File: src/rtl/uart_rx_pkg.sv
// Shared constants for the Wishbone UART receiver: register offsets,
// STATUS bit positions and the receiver state encoding.
package uart_rx_pkg;

    // Word offsets, decoded from adr[3:2]
    localparam logic [1:0] REG_RXDATA = 2'd0;
    localparam logic [1:0] REG_STATUS = 2'd1;
    localparam logic [1:0] REG_CTRL   = 2'd2;

    localparam int ST_NOT_EMPTY = 0;
    localparam int ST_FULL      = 1;
    localparam int ST_OVERRUN   = 2;
    localparam int ST_FRAME_ERR = 3;

    typedef enum logic [1:0] {IDLE, START, DATA, STOP} rx_state_t;

endpackage

File: src/rtl/uart_rx_wb_if.sv
// Wishbone B4 classic bus bundle for the UART receiver slave port.
interface uart_rx_wb_if;

    logic        cyc;
    logic        stb;
    logic        we;
    logic [31:0] adr;
    logic [31:0] dat_m2s;
    logic [31:0] dat_s2m;
    logic        ack;

    modport master (output cyc, stb, we, adr, dat_m2s, input dat_s2m, ack);
    modport slave  (input cyc, stb, we, adr, dat_m2s, output dat_s2m, ack);

endinterface

File: src/rtl/sync_fifo.sv
// Single-clock show-ahead FIFO; a pop while full lets a simultaneous push in.
module sync_fifo #(
    parameter int WIDTH = 8,
    parameter int DEPTH = 16
) (
    input  logic                       clk,
    input  logic                       rst,
    input  logic                       push,
    input  logic                       pop,
    input  logic [WIDTH-1:0]           din,
    output logic [WIDTH-1:0]           dout,
    output logic                       full,
    output logic                       empty,
    output logic [$clog2(DEPTH):0]     count
);

    localparam int AW = $clog2(DEPTH);

    logic [WIDTH-1:0] mem [DEPTH];
    logic [AW-1:0]    wr_ptr;
    logic [AW-1:0]    rd_ptr;
    logic             do_push;
    logic             do_pop;

    assign full    = (count == (AW+1)'(DEPTH));
    assign empty   = (count == '0);
    assign do_pop  = pop & ~empty;
    assign do_push = push & (~full | do_pop);
    assign dout    = mem[rd_ptr];

    always_ff @(posedge clk) begin
        if (do_push) begin
            mem[wr_ptr] <= din;
        end
    end

    // Pointers wrap naturally because DEPTH is a power of two
    always_ff @(posedge clk or posedge rst) begin
        if (rst) begin
            wr_ptr <= '0;
            rd_ptr <= '0;
            count  <= '0;
        end else begin
            if (do_push) begin
                wr_ptr <= wr_ptr + 1'b1;
            end
            if (do_pop) begin
                rd_ptr <= rd_ptr + 1'b1;
            end
            case ({do_push, do_pop})
                2'b10:   count <= count + 1'b1;
                2'b01:   count <= count - 1'b1;
                default: count <= count;
            endcase
        end
    end

endmodule

File: src/rtl/uart_rx_wb.sv
// 8N1 UART receiver with a receive FIFO, polled through three Wishbone
// registers: RXDATA (pop), STATUS and CTRL (sticky error clears).
module uart_rx_wb
    import uart_rx_pkg::*;
#(
    parameter int CLKS_PER_BIT = 217,
    parameter int FIFO_DEPTH   = 16
) (
    input  logic         clk,
    input  logic         rst,
    uart_rx_wb_if.slave  wb,
    input  logic         rx
);

    localparam int CW = $clog2(CLKS_PER_BIT);
    localparam int AW = $clog2(FIFO_DEPTH);
    localparam logic [CW-1:0] BIT_LOAD  = CW'(CLKS_PER_BIT - 1);
    localparam logic [CW-1:0] HALF_LOAD = CW'(CLKS_PER_BIT / 2 - 1);

    logic          rx_meta;
    logic          rx_sync;
    rx_state_t     state;
    rx_state_t     state_nxt;
    logic [CW-1:0] cnt;
    logic [CW-1:0] cnt_nxt;
    logic [2:0]    bit_idx;
    logic [2:0]    bit_idx_nxt;
    logic [7:0]    shift;
    logic [7:0]    shift_nxt;
    logic          armed;
    logic          armed_nxt;
    logic          frame_ok;
    logic          frame_bad;

    logic          fifo_push;
    logic          fifo_pop;
    logic [7:0]    fifo_dout;
    logic          fifo_full;
    logic          fifo_empty;
    logic [AW:0]   fifo_count;

    logic          req;
    logic          rd_req;
    logic          ctrl_wr;
    logic [1:0]    reg_sel;
    logic [31:0]   status;
    logic [31:0]   rdata;
    logic          overrun;
    logic          frame_err;
    logic          set_overrun;
    logic          unused_bits;

    always_ff @(posedge clk or posedge rst) begin
        if (rst) begin
            rx_meta <= 1'b1;
            rx_sync <= 1'b1;
        end else begin
            rx_meta <= rx;
            rx_sync <= rx_meta;
        end
    end

    always_ff @(posedge clk or posedge rst) begin
        if (rst) begin
            state   <= IDLE;
            cnt     <= '0;
            bit_idx <= '0;
            shift   <= '0;
            armed   <= 1'b1;
        end else begin
            state   <= state_nxt;
            cnt     <= cnt_nxt;
            bit_idx <= bit_idx_nxt;
            shift   <= shift_nxt;
            armed   <= armed_nxt;
        end
    end

    // armed drops after every stop bit so a held-low line is not taken as a new start
    always_comb begin
        state_nxt   = state;
        cnt_nxt     = cnt - 1'b1;
        bit_idx_nxt = bit_idx;
        shift_nxt   = shift;
        armed_nxt   = armed | rx_sync;
        frame_ok    = 1'b0;
        frame_bad   = 1'b0;
        case (state)
            IDLE: begin
                cnt_nxt = cnt;
                if (armed && !rx_sync) begin
                    state_nxt = START;
                    cnt_nxt   = HALF_LOAD;
                end
            end
            START: begin
                if (cnt == '0) begin
                    cnt_nxt     = BIT_LOAD;
                    bit_idx_nxt = '0;
                    state_nxt   = rx_sync ? IDLE : DATA;
                end
            end
            DATA: begin
                if (cnt == '0) begin
                    shift_nxt = {rx_sync, shift[7:1]};
                    cnt_nxt   = BIT_LOAD;
                    if (bit_idx == 3'd7) begin
                        state_nxt = STOP;
                    end else begin
                        bit_idx_nxt = bit_idx + 3'd1;
                    end
                end
            end
            STOP: begin
                if (cnt == '0) begin
                    frame_ok  = rx_sync;
                    frame_bad = ~rx_sync;
                    armed_nxt = 1'b0;
                    state_nxt = IDLE;
                end
            end
            default: state_nxt = IDLE;
        endcase
    end

    assign reg_sel     = wb.adr[3:2];
    assign req         = wb.cyc & wb.stb & ~wb.ack;
    assign rd_req      = req & ~wb.we;
    assign ctrl_wr     = req & wb.we & (reg_sel == REG_CTRL);
    assign fifo_pop    = rd_req & (reg_sel == REG_RXDATA) & ~fifo_empty;
    assign fifo_push   = frame_ok & (~fifo_full | fifo_pop);
    assign set_overrun = frame_ok & fifo_full & ~fifo_pop;
    assign unused_bits = ^{wb.adr[31:4], wb.adr[1:0], wb.dat_m2s[31:2]};

    sync_fifo #(
        .WIDTH (8),
        .DEPTH (FIFO_DEPTH)
    ) u_fifo (
        .clk   (clk),
        .rst   (rst),
        .push  (fifo_push),
        .pop   (fifo_pop),
        .din   (shift),
        .dout  (fifo_dout),
        .full  (fifo_full),
        .empty (fifo_empty),
        .count (fifo_count)
    );

    always_comb begin
        status               = '0;
        status[15:8]         = 8'(fifo_count);
        status[ST_FRAME_ERR] = frame_err;
        status[ST_OVERRUN]   = overrun;
        status[ST_FULL]      = fifo_full;
        status[ST_NOT_EMPTY] = ~fifo_empty;
    end

    always_comb begin
        rdata = '0;
        case (reg_sel)
            REG_RXDATA: rdata = fifo_empty ? 32'h0 : {24'h0, fifo_dout};
            REG_STATUS: rdata = status;
            default:    rdata = '0;
        endcase
    end

    always_ff @(posedge clk or posedge rst) begin
        if (rst) begin
            wb.ack     <= 1'b0;
            wb.dat_s2m <= '0;
        end else begin
            wb.ack     <= req;
            wb.dat_s2m <= rd_req ? rdata : 32'h0;
        end
    end

    // Error events take priority over a same-cycle software clear
    always_ff @(posedge clk or posedge rst) begin
        if (rst) begin
            overrun   <= 1'b0;
            frame_err <= 1'b0;
        end else begin
            if (set_overrun) begin
                overrun <= 1'b1;
            end else if (ctrl_wr && wb.dat_m2s[0]) begin
                overrun <= 1'b0;
            end
            if (frame_bad) begin
                frame_err <= 1'b1;
            end else if (ctrl_wr && wb.dat_m2s[1]) begin
                frame_err <= 1'b0;
            end
        end
    end

endmodule

File: src/flat_wrapper.sv
// flat-port wrapper written by rule: the top's interface ports become plain ports
module uart_rx_wb_flat import uart_rx_pkg::*;
#(
    parameter int CLKS_PER_BIT = 217,
    parameter int FIFO_DEPTH   = 16
)
  (clk, rst, rx, wb_cyc, wb_stb, wb_we, wb_adr, wb_dat_m2s, wb_dat_s2m, wb_ack);
  uart_rx_wb_if wb_i ();
  input  logic clk;
  input  logic rst;
  input  logic rx;
  input wire logic [$bits(wb_i.cyc)-1:0] wb_cyc;
  input wire logic [$bits(wb_i.stb)-1:0] wb_stb;
  input wire logic [$bits(wb_i.we)-1:0] wb_we;
  input wire logic [$bits(wb_i.adr)-1:0] wb_adr;
  input wire logic [$bits(wb_i.dat_m2s)-1:0] wb_dat_m2s;
  output wire logic [$bits(wb_i.dat_s2m)-1:0] wb_dat_s2m;
  output wire logic [$bits(wb_i.ack)-1:0] wb_ack;
  assign wb_i.cyc = wb_cyc;
  assign wb_i.stb = wb_stb;
  assign wb_i.we = wb_we;
  assign wb_i.adr = wb_adr;
  assign wb_i.dat_m2s = wb_dat_m2s;
  assign wb_dat_s2m = wb_i.dat_s2m;
  assign wb_ack = wb_i.ack;
  uart_rx_wb #(.CLKS_PER_BIT(CLKS_PER_BIT), .FIFO_DEPTH(FIFO_DEPTH)) u_core (.clk(clk), .rst(rst), .wb(wb_i), .rx(rx));
endmodule
File: config.mk
export PLATFORM = sky130hd
export DESIGN_NAME = uart_rx_wb_flat
export DESIGN_NICKNAME = d
export VERILOG_FILES = /design/src/rtl/uart_rx_pkg.sv /design/src/rtl/uart_rx_wb_if.sv /design/src/rtl/sync_fifo.sv /design/src/rtl/uart_rx_wb.sv /design/src/flat_wrapper.sv
export SDC_FILE = /design/constraint.sdc
export NUM_CORES = 1
export LEC_CHECK = 0
export ABC_CLOCK_PERIOD_IN_PS = 4300
export BUFFER_PORTS_ARGS = -buffer_cell sky130_fd_sc_hd__clkbuf_2
export CAP_MARGIN = 25
export CORE_AREA = 2 2 120 122
export DETAILED_ROUTE_END_ITERATION = 6
export DIE_AREA = 0 0 122 124
export PLACE_DENSITY = 0.78
export SYNTH_ARGS = -nofsm -noshare
export SYNTH_HDL_FRONTEND = slang
export SYNTH_SLANG_ARGS = --single-unit
File: constraint.sdc
create_clock -name clk -period 4.3 [get_ports clk]
set_clock_uncertainty 0.15 [all_clocks]
set_input_delay 1.075 -clock clk [delete_from_list [all_inputs] [get_ports clk]]
set_output_delay 1.075 -clock clk [all_outputs]
set_load 0.02 [all_outputs]
==> results.sh, run 1 <==
export IMPL_status="complete, no violations"
export IMPL_hpwlAfterDp_mm=9.973
export IMPL_io_pins=103
export IMPL_critPathMaxFanout=13
export IMPL_area_growth_syn_to_layout_pct=11.81
export IMPL_initial_core_util=0.5700
export IMPL_required_ns=4.47
export IMPL_place_congestion=0.8414
export IMPL_tightest_slew_ns=0.8611
export IMPL_drt_first_pass_iters=5
export IMPL_post_cts_setup_buffers=0
export IMPL_async_flop_share=0.2928
export IMPL_final_setup_viol_count=0
export IMPL_numCtsBuffers=17
export IMPL_fp_dieH_um=124
export IMPL_grt_pass1_vias=4386
export IMPL_fillers=949
export IMPL_grt_ovfl_total=0
export IMPL_layout_drive_gt1_share=0.2578
export IMPL_antenna_found_initial=0
export IMPL_wire_per_inst_um=22.16
export IMPL_cts_buffer_depth=2
export IMPL_cts_tree="yes"
export IMPL_io_buffers=23
export IMPL_synthDistinctLibCells=70
export IMPL_ys_ff_latch=181
export IMPL_wl_mm=16.03
export IMPL_nets=617
export IMPL_rsz0062_at_grt="no"
export IMPL_cts_hold_fix_buffers=0
export IMPL_setup_tns_ns=0
export IMPL_grt_first_pass_wirelength_mm=24.35
export IMPL_synth_edf_count=128
export IMPL_ys_seq_area_frac=0.6616
export IMPL_h_tree_depth=4
export IMPL_cp_arrival_ns=3.51
export IMPL_p_leak_nw=3.288
export IMPL_p_per_area_nw_per_um2=534.4
export IMPL_cap_violations=0
export IMPL_cts_sinks=181
export IMPL_drtIter0Drc=524
export IMPL_ctsRootBufferMaster="clkbuf_16"
export IMPL_syn_area_um2=7820
export IMPL_final_seq_area_um2=5174
export IMPL_rows=43
export IMPL_antennaDiodeCount=0
export IMPL_dp_cells=690
export IMPL_num_vias=4414
export IMPL_synthFlopType="edfxtp_1"
export IMPL_grt_usage=0.2261
export IMPL_slew_limit_headroom=0.4260
export IMPL_post_route_min_period_ns=3.345
export IMPL_grt_max_degree=49
export IMPL_fin_cells=723
export IMPL_fmax_ghz=0.2990
export IMPL_setup_ws_ns=0.9550
export IMPL_avgSynthCellArea_um2=16.19
export IMPL_end_kind="register"
export IMPL_multi_input_area_um2=2382
export IMPL_insertion_delay_ns=0.43
export IMPL_viasPerCell=6.105
export IMPL_yosysWarnings=0
export IMPL_synthCells=483
export IMPL_core_um2=13720
export IMPL_slew_viol_final=0
export IMPL_die_width_um=122
export IMPL_hold_path_class="reg -> reg"
export IMPL_peakVddDrop_mv=0.3110
export IMPL_start_kind="register"
export IMPL_dieArea_um2=15130
export IMPL_clkTransAtPathRegs_ns=0.06
export IMPL_final_antenna_net_count=0
export IMPL_hold_violations=0
export IMPL_criticalPathCategory="reg -> reg"
export IMPL_period_share=0.7779
export IMPL_drc=0
export IMPL_post_cts_resized=0
export IMPL_dp_slack_ns=0.6290
[power breakdown]
group | switching [mW] | leakage, nW | internal [mW] | total [mW]
Combinational | 0.553 | 1.18 | 0.510 | 1.06
Clock | 0.635 | 0.264 | 0.810 | 1.44
Sequential | 0.214 | 1.85 | 1.95 | 2.16
[worst paths after layout]
path	start	to	slack, ns	cells after the start
max reg2reg	u_core.cnt[4]	u_core.u_fifo.count[4]	0.95	11
min reg2reg	u_core.rx_meta	u_core.rx_sync	0.21	0
max	u_core.cnt[4]	u_core.u_fifo.count[4]	0.95	11
max in group asynchronous	rst	u_core.u_fifo.rd_ptr[3]	2.83	4
min	u_core.rx_meta	u_core.rx_sync	0.21	0
min in group asynchronous	rst	u_core.overrun	0.49	2
[stage by stage]
stage,total power [mW],hold WS (ns),utilization,cell area (um2)
after floorplan,2.998,0.1952,-,7888
after global placement,3.178,0.1973,0.5955,8170
after detailed placement,3.232,0.1996,0.5955,8170
after CTS,4.682,0.2087,0.6358,8723
after global routing,4.863,0.2135,0.6373,8743
final,4.673,0.2087,0.6373,8743
[final cells by class]
class                   instances  area share
clock inverters                12     0.01216
repair buffers                 49     0.03692
multi-input cells             258      0.2725
well taps                     180     0.02576
inverters                      23    0.009874
clock buffers                  20     0.05109
flip-flops and latches        181      0.5917
[critical path, stage by stage, from the launching register on]
cell and delay [ns]:
dfrtp_1 0.46, or4_4 0.58, nor3_4 0.17, buf_4 0.24, nand3_2 0.16, ha_1 0.36, xor2_1 0.18, ha_1 0.24
o211a_1 0.25, o31ai_1 0.20, a31oi_1 0.08, xnor2_1 0.15
[registers in the layout, indices dropped and copies added, names as in the netlist, named ones only]
register / flops
u_core.u_fifo.mem: 128
u_core.wb.dat_s2m: 13
u_core.cnt: 8
u_core.shift: 8
u_core.u_fifo.count: 5
u_core.u_fifo.rd_ptr: 4
u_core.u_fifo.wr_ptr: 4
u_core.bit_idx: 3
u_core.armed: 1
u_core.frame_err: 1
u_core.overrun: 1
u_core.rx_meta: 1
u_core.rx_sync: 1
u_core.state: 1
u_core.wb.ack: 1
[synthesized netlist by cell type (2+ instances only)]
| cell | count | area [um2] |
|---|---|---|
| dfstp_2 | 3 | 78.83 |
| nor4_1 | 4 | 25.02 |
| dfrtp_1 | 50 | 1251 |
| a2bb2oi_1 | 4 | 35.03 |
| inv_1 | 22 | 82.58 |
| a22oi_1 | 4 | 30.03 |
| buf_2 | 4 | 20.02 |
| nand3b_1 | 3 | 22.52 |
| a21o_1 | 2 | 15.01 |
| a32o_1 | 2 | 20.02 |
| edfxtp_1 | 128 | 3844 |
| nor3_1 | 19 | 95.09 |
| nand3_1 | 6 | 30.03 |
| a22o_1 | 8 | 70.07 |
| o21ai_0 | 13 | 65.06 |
| buf_4 | 23 | 172.7 |
| nand4_1 | 3 | 18.77 |
| a21oi_1 | 10 | 50.05 |
| ha_1 | 17 | 212.7 |
| nor2b_1 | 3 | 18.77 |
| mux2i_1 | 10 | 100.1 |
| a211oi_1 | 2 | 15.01 |
| clkbuf_1 | 8 | 30.03 |
| nor2_1 | 13 | 48.80 |
| buf_1 | 3 | 11.26 |
| a31oi_1 | 4 | 25.02 |
| xor2_1 | 3 | 26.28 |
| nor4b_1 | 3 | 26.28 |
| xnor2_1 | 8 | 70.07 |
| nand2b_1 | 4 | 25.02 |
| mux4_2 | 30 | 675.7 |
| o211a_1 | 2 | 20.02 |
| mux2_2 | 14 | 157.7 |
| o21ai_2 | 2 | 17.52 |
| nand2_1 | 10 | 37.54 |
| and2_1 | 5 | 31.28 |
[per-layer routing]
layer  global-route usage  part of all wire  vias to the layer above
li1                     -                 -                     1935
met1               0.2897              0.39                     2229
met2               0.3722              0.51                      210
met3              0.04945             0.069                       40
met4               0.1056             0.028                        0
met5                    0                 0                        -
[placed cells by master, fill, tap and decap left out, types with 3 or more instances in the layout]
cell type / count
nand2_1: 10
xnor2_1: 8
nor2b_1: 3
clkinv_2: 3
o21ai_0: 13
clkinvlp_4: 3
xor2_1: 3
a21oi_1: 10
nor2_1: 13
dfrtp_1: 50
nor4_1: 4
conb_1: 19
edfxtp_1: 128
clkinv_4: 3
nand4_1: 3
a31oi_1: 4
dfstp_2: 3
nand3_1: 6
clkbuf_16: 17
mux4_2: 30
buf_4: 25
nand2b_1: 4
a22oi_1: 4
a22o_1: 8
a2bb2oi_1: 4
inv_1: 21
nor4b_1: 3
nand3b_1: 3
clkbuf_2: 23
and2_1: 5
nor3_1: 19
ha_1: 17
mux2_2: 14
mux2i_1: 10
[cell families after synthesis]
group / count (synthesis) / share of synthesized area
AO/OA/AOI/OAI: 69 / 0.06784
XOR/XNOR: 11 / 0.01232
adder cells (fa/ha/maj): 17 / 0.02720
buffers and inverters: 62 / 0.04240
flip-flops: 181 / 0.6616
multiplexers: 54 / 0.1194
other: 1 / 0.0004795
AND/OR/NAND/NOR: 88 / 0.06880
Note: power is estimated with default switching activity, not from simulation.
==> run 2: changes to the inputs <==
--- a/config.mk
+++ b/config.mk
@@ -5,13 +5,13 @@
 export SDC_FILE = /design/constraint.sdc
 export NUM_CORES = 1
 export LEC_CHECK = 0
-export ABC_CLOCK_PERIOD_IN_PS = 4300
+export ABC_CLOCK_PERIOD_IN_PS = 2800
 export BUFFER_PORTS_ARGS = -buffer_cell sky130_fd_sc_hd__clkbuf_2
 export CAP_MARGIN = 25
-export CORE_AREA = 2 2 120 122
+export CORE_AREA = 2 2 126 128
 export DETAILED_ROUTE_END_ITERATION = 6
-export DIE_AREA = 0 0 122 124
-export PLACE_DENSITY = 0.78
+export DIE_AREA = 0 0 128 130
+export PLACE_DENSITY = 0.75
 export SYNTH_ARGS = -nofsm -noshare
 export SYNTH_HDL_FRONTEND = slang
 export SYNTH_SLANG_ARGS = --single-unit
==> constraint.sdc (replaced) <==
create_clock -name clk -period 2.8 [get_ports clk]
set_clock_uncertainty 0.15 [all_clocks]
set_input_delay 0.7 -clock clk [delete_from_list [all_inputs] [get_ports clk]]
set_output_delay 0.7 -clock clk [all_outputs]
set_load 0.02 [all_outputs]
==> run 2 against run 1 <==
Net effect: sequential power rose by 51%; first-iteration DRC count fell by 19%; largest cell class unchanged; register-to-register slack got worse by 0.87 ns.
==> results.sh, run 2 (synthesis gave the netlist of run 1 again) <==
export IMPL_peakVddDrop_mv=0.4603
export IMPL_area_growth_syn_to_layout_pct=15.09
export IMPL_start_kind="register"
export IMPL_cts_buffer_depth=2
export IMPL_final_antenna_net_count=0
export IMPL_p_leak_nw=3.419
export IMPL_r2r_start="u_core.cnt[2]"
export IMPL_io_pins=103
export IMPL_h_tree_depth=4
export IMPL_cts_hold_fix_buffers=0
export IMPL_drc=0
export IMPL_layout_drive_gt1_share=0.3016
export IMPL_grt_pass1_vias=4478
export IMPL_fp_dieH_um=130
export IMPL_tightest_slew_ns=0.8867
export IMPL_initial_core_util=0.5070
export IMPL_status="complete, no violations"
export IMPL_mostFrequentLayoutCells="edfxtp_1, dfrtp_1, buf_4, mux4_2, clkbuf_2"
export IMPL_slew_viol_final=0
export IMPL_insertion_delay_ns=0.43
export IMPL_rr_worst_depth=10
export IMPL_end_kind="register"
export IMPL_io_buffers=23
export IMPL_numCtsBuffers=17
export IMPL_required_ns=2.96
export IMPL_crit_start="u_core.cnt[2]"
export IMPL_cts_tree="yes"
export IMPL_ctsRootBufferMaster="clkbuf_16"
export IMPL_hpwlAfterDp_mm=10.30
export IMPL_r2r_end="u_core.u_fifo.count[4]"
export IMPL_largest_reg_flops=128
export IMPL_grt_usage=0.2014
export IMPL_dieArea_um2=16640
export IMPL_antenna_found_initial=0
export IMPL_period_share=0.9708
export IMPL_num_vias=4442
export IMPL_criticalPathCategory="reg -> reg"
export IMPL_grt_ovfl_total=0
export IMPL_largest_register="u_core.u_fifo.mem"
export IMPL_place_congestion=0.8824
export IMPL_grt_max_degree=29
export IMPL_largestRegisters="u_core.u_fifo.mem x128, u_core.wb.dat_s2m x13"
export IMPL_antennaDiodeCount=0
export IMPL_postLayoutCellArea_um2=9000
export IMPL_clkTransAtPathRegs_ns=0.07
export IMPL_wl_mm=15.66
export IMPL_crit_end="u_core.u_fifo.count[4]"
export IMPL_viasPerCell=5.852
export IMPL_rows=46
export IMPL_fillers=1132
export IMPL_grt_first_pass_wirelength_mm=24.65
export IMPL_p_per_area_nw_per_um2=821.2
export IMPL_die_width_um=128
export IMPL_cap_violations=0
export IMPL_final_setup_viol_count=0
export IMPL_rsz0062_at_grt="yes"
export IMPL_post_route_min_period_ns=2.718
export IMPL_setup_tns_ns=0
export IMPL_cp_arrival_ns=2.88
export IMPL_fmax_ghz=0.3679
export IMPL_cts_sinks=181
export IMPL_nets=641
export IMPL_critPathMaxFanout=3
export IMPL_final_common_cell="edfxtp_1"
export IMPL_hold_violations=0
export IMPL_core_um2=15420
export IMPL_r2r_setup_slack_ns=0.08
export IMPL_postPlaceCellArea_um2=8388
export IMPL_drtIter0Drc=426
export IMPL_hold_path_class="in -> async"
export IMPL_drt_first_pass_iters=7
export IMPL_wire_per_inst_um=20.63
export IMPL_slew_limit_headroom=0.4089
[run 2: cell types whose count changed in the layout (fill, tap and decap cells not counted), moves of 2 or more]
cell	previous run	this run
ha_2	0	2
buf_4	25	49
clkinvlp_4	3	0
inv_1	21	19
ha_1	17	14
inv_2	2	4
clkinv_4	3	5
clkbuf_1	2	0
[run 2: repair_timing]
| action | CTS | global route |
|---|---|---|
| setup buffers | 2 | 0 |
| gates resized for setup | 0 | 6 |
| setup endpoints to repair | 1 | 2 |
| pin swaps | 2 | 1 |
[run 2: worst min path at each step]
stage,endpoint
2_1_floorplan,u_core.rx_sync
3_3_place_gp,u_core.rx_sync
3_5_place_dp,u_core.rx_sync
4_1_cts,u_core.frame_err
5_1_grt,u_core.rx_meta
6_report,u_core.wb.ack
[run 2: area by class of cell]
cell class,instances,area (um2),share of cell area
well taps,192,240.2,0.02669
inverters,23,86.33,0.009593
clock inverters,15,155.1,0.01724
multi-input cells,258,2416,0.2685
clock buffers,17,425.4,0.04727
repair buffers,73,503.0,0.05589
flip-flops and latches,181,5174,0.5749
[run 2: stage by stage]
| stage | hold slack [ns] | setup WS [ns] | std cells | total power [mW] | utilization |
|---|---|---|---|---|---|
| floorplan | 0.1952 | -0.3428 | 501 | 4.606 | - |
| global placement | 0.1983 | -0.1692 | 725 | 4.995 | 0.5438 |
| detailed placement | 0.2013 | -0.2472 | 725 | 5.052 | 0.5438 |
| CTS | 0.1796 | 0.01432 | 759 | 7.413 | 0.5824 |
| global route | 0.1892 | -0.03802 | 759 | 7.760 | 0.5835 |
| finish | 0.1629 | 0.08179 | 759 | 7.390 | 0.5835 |
[run 2: power breakdown]
group          internal [mW]  switching (mW)  total (mW)  leakage (nW)
Combinational          0.876           0.916        1.79          1.28
Sequential              3.00           0.271        3.27          1.85
Clock                   1.32            1.01        2.33         0.288
[run 2: critical path: stages (launching register included)]
cell and delay [ns]:
dfrtp_1 0.39, or4_4 0.56, nor3_4 0.15, nand3_2 0.15, ha_4 0.21, xor2_1 0.14
ha_2 0.21, o211a_1 0.23, o31ai_2 0.17, a31oi_1 0.09, xnor2_1 0.14
[run 2: layer usage]
metal  part of all wire  wire (um)  vias to the layer above  global-route usage
met3              0.050        781                       21             0.03936
met5                  0          0                        -                   0
met1               0.42       6541                     2291              0.2676
met4              0.022        337                        0             0.07434
met2               0.51       8000                      144              0.3350
li1                   -          -                     1986                   -
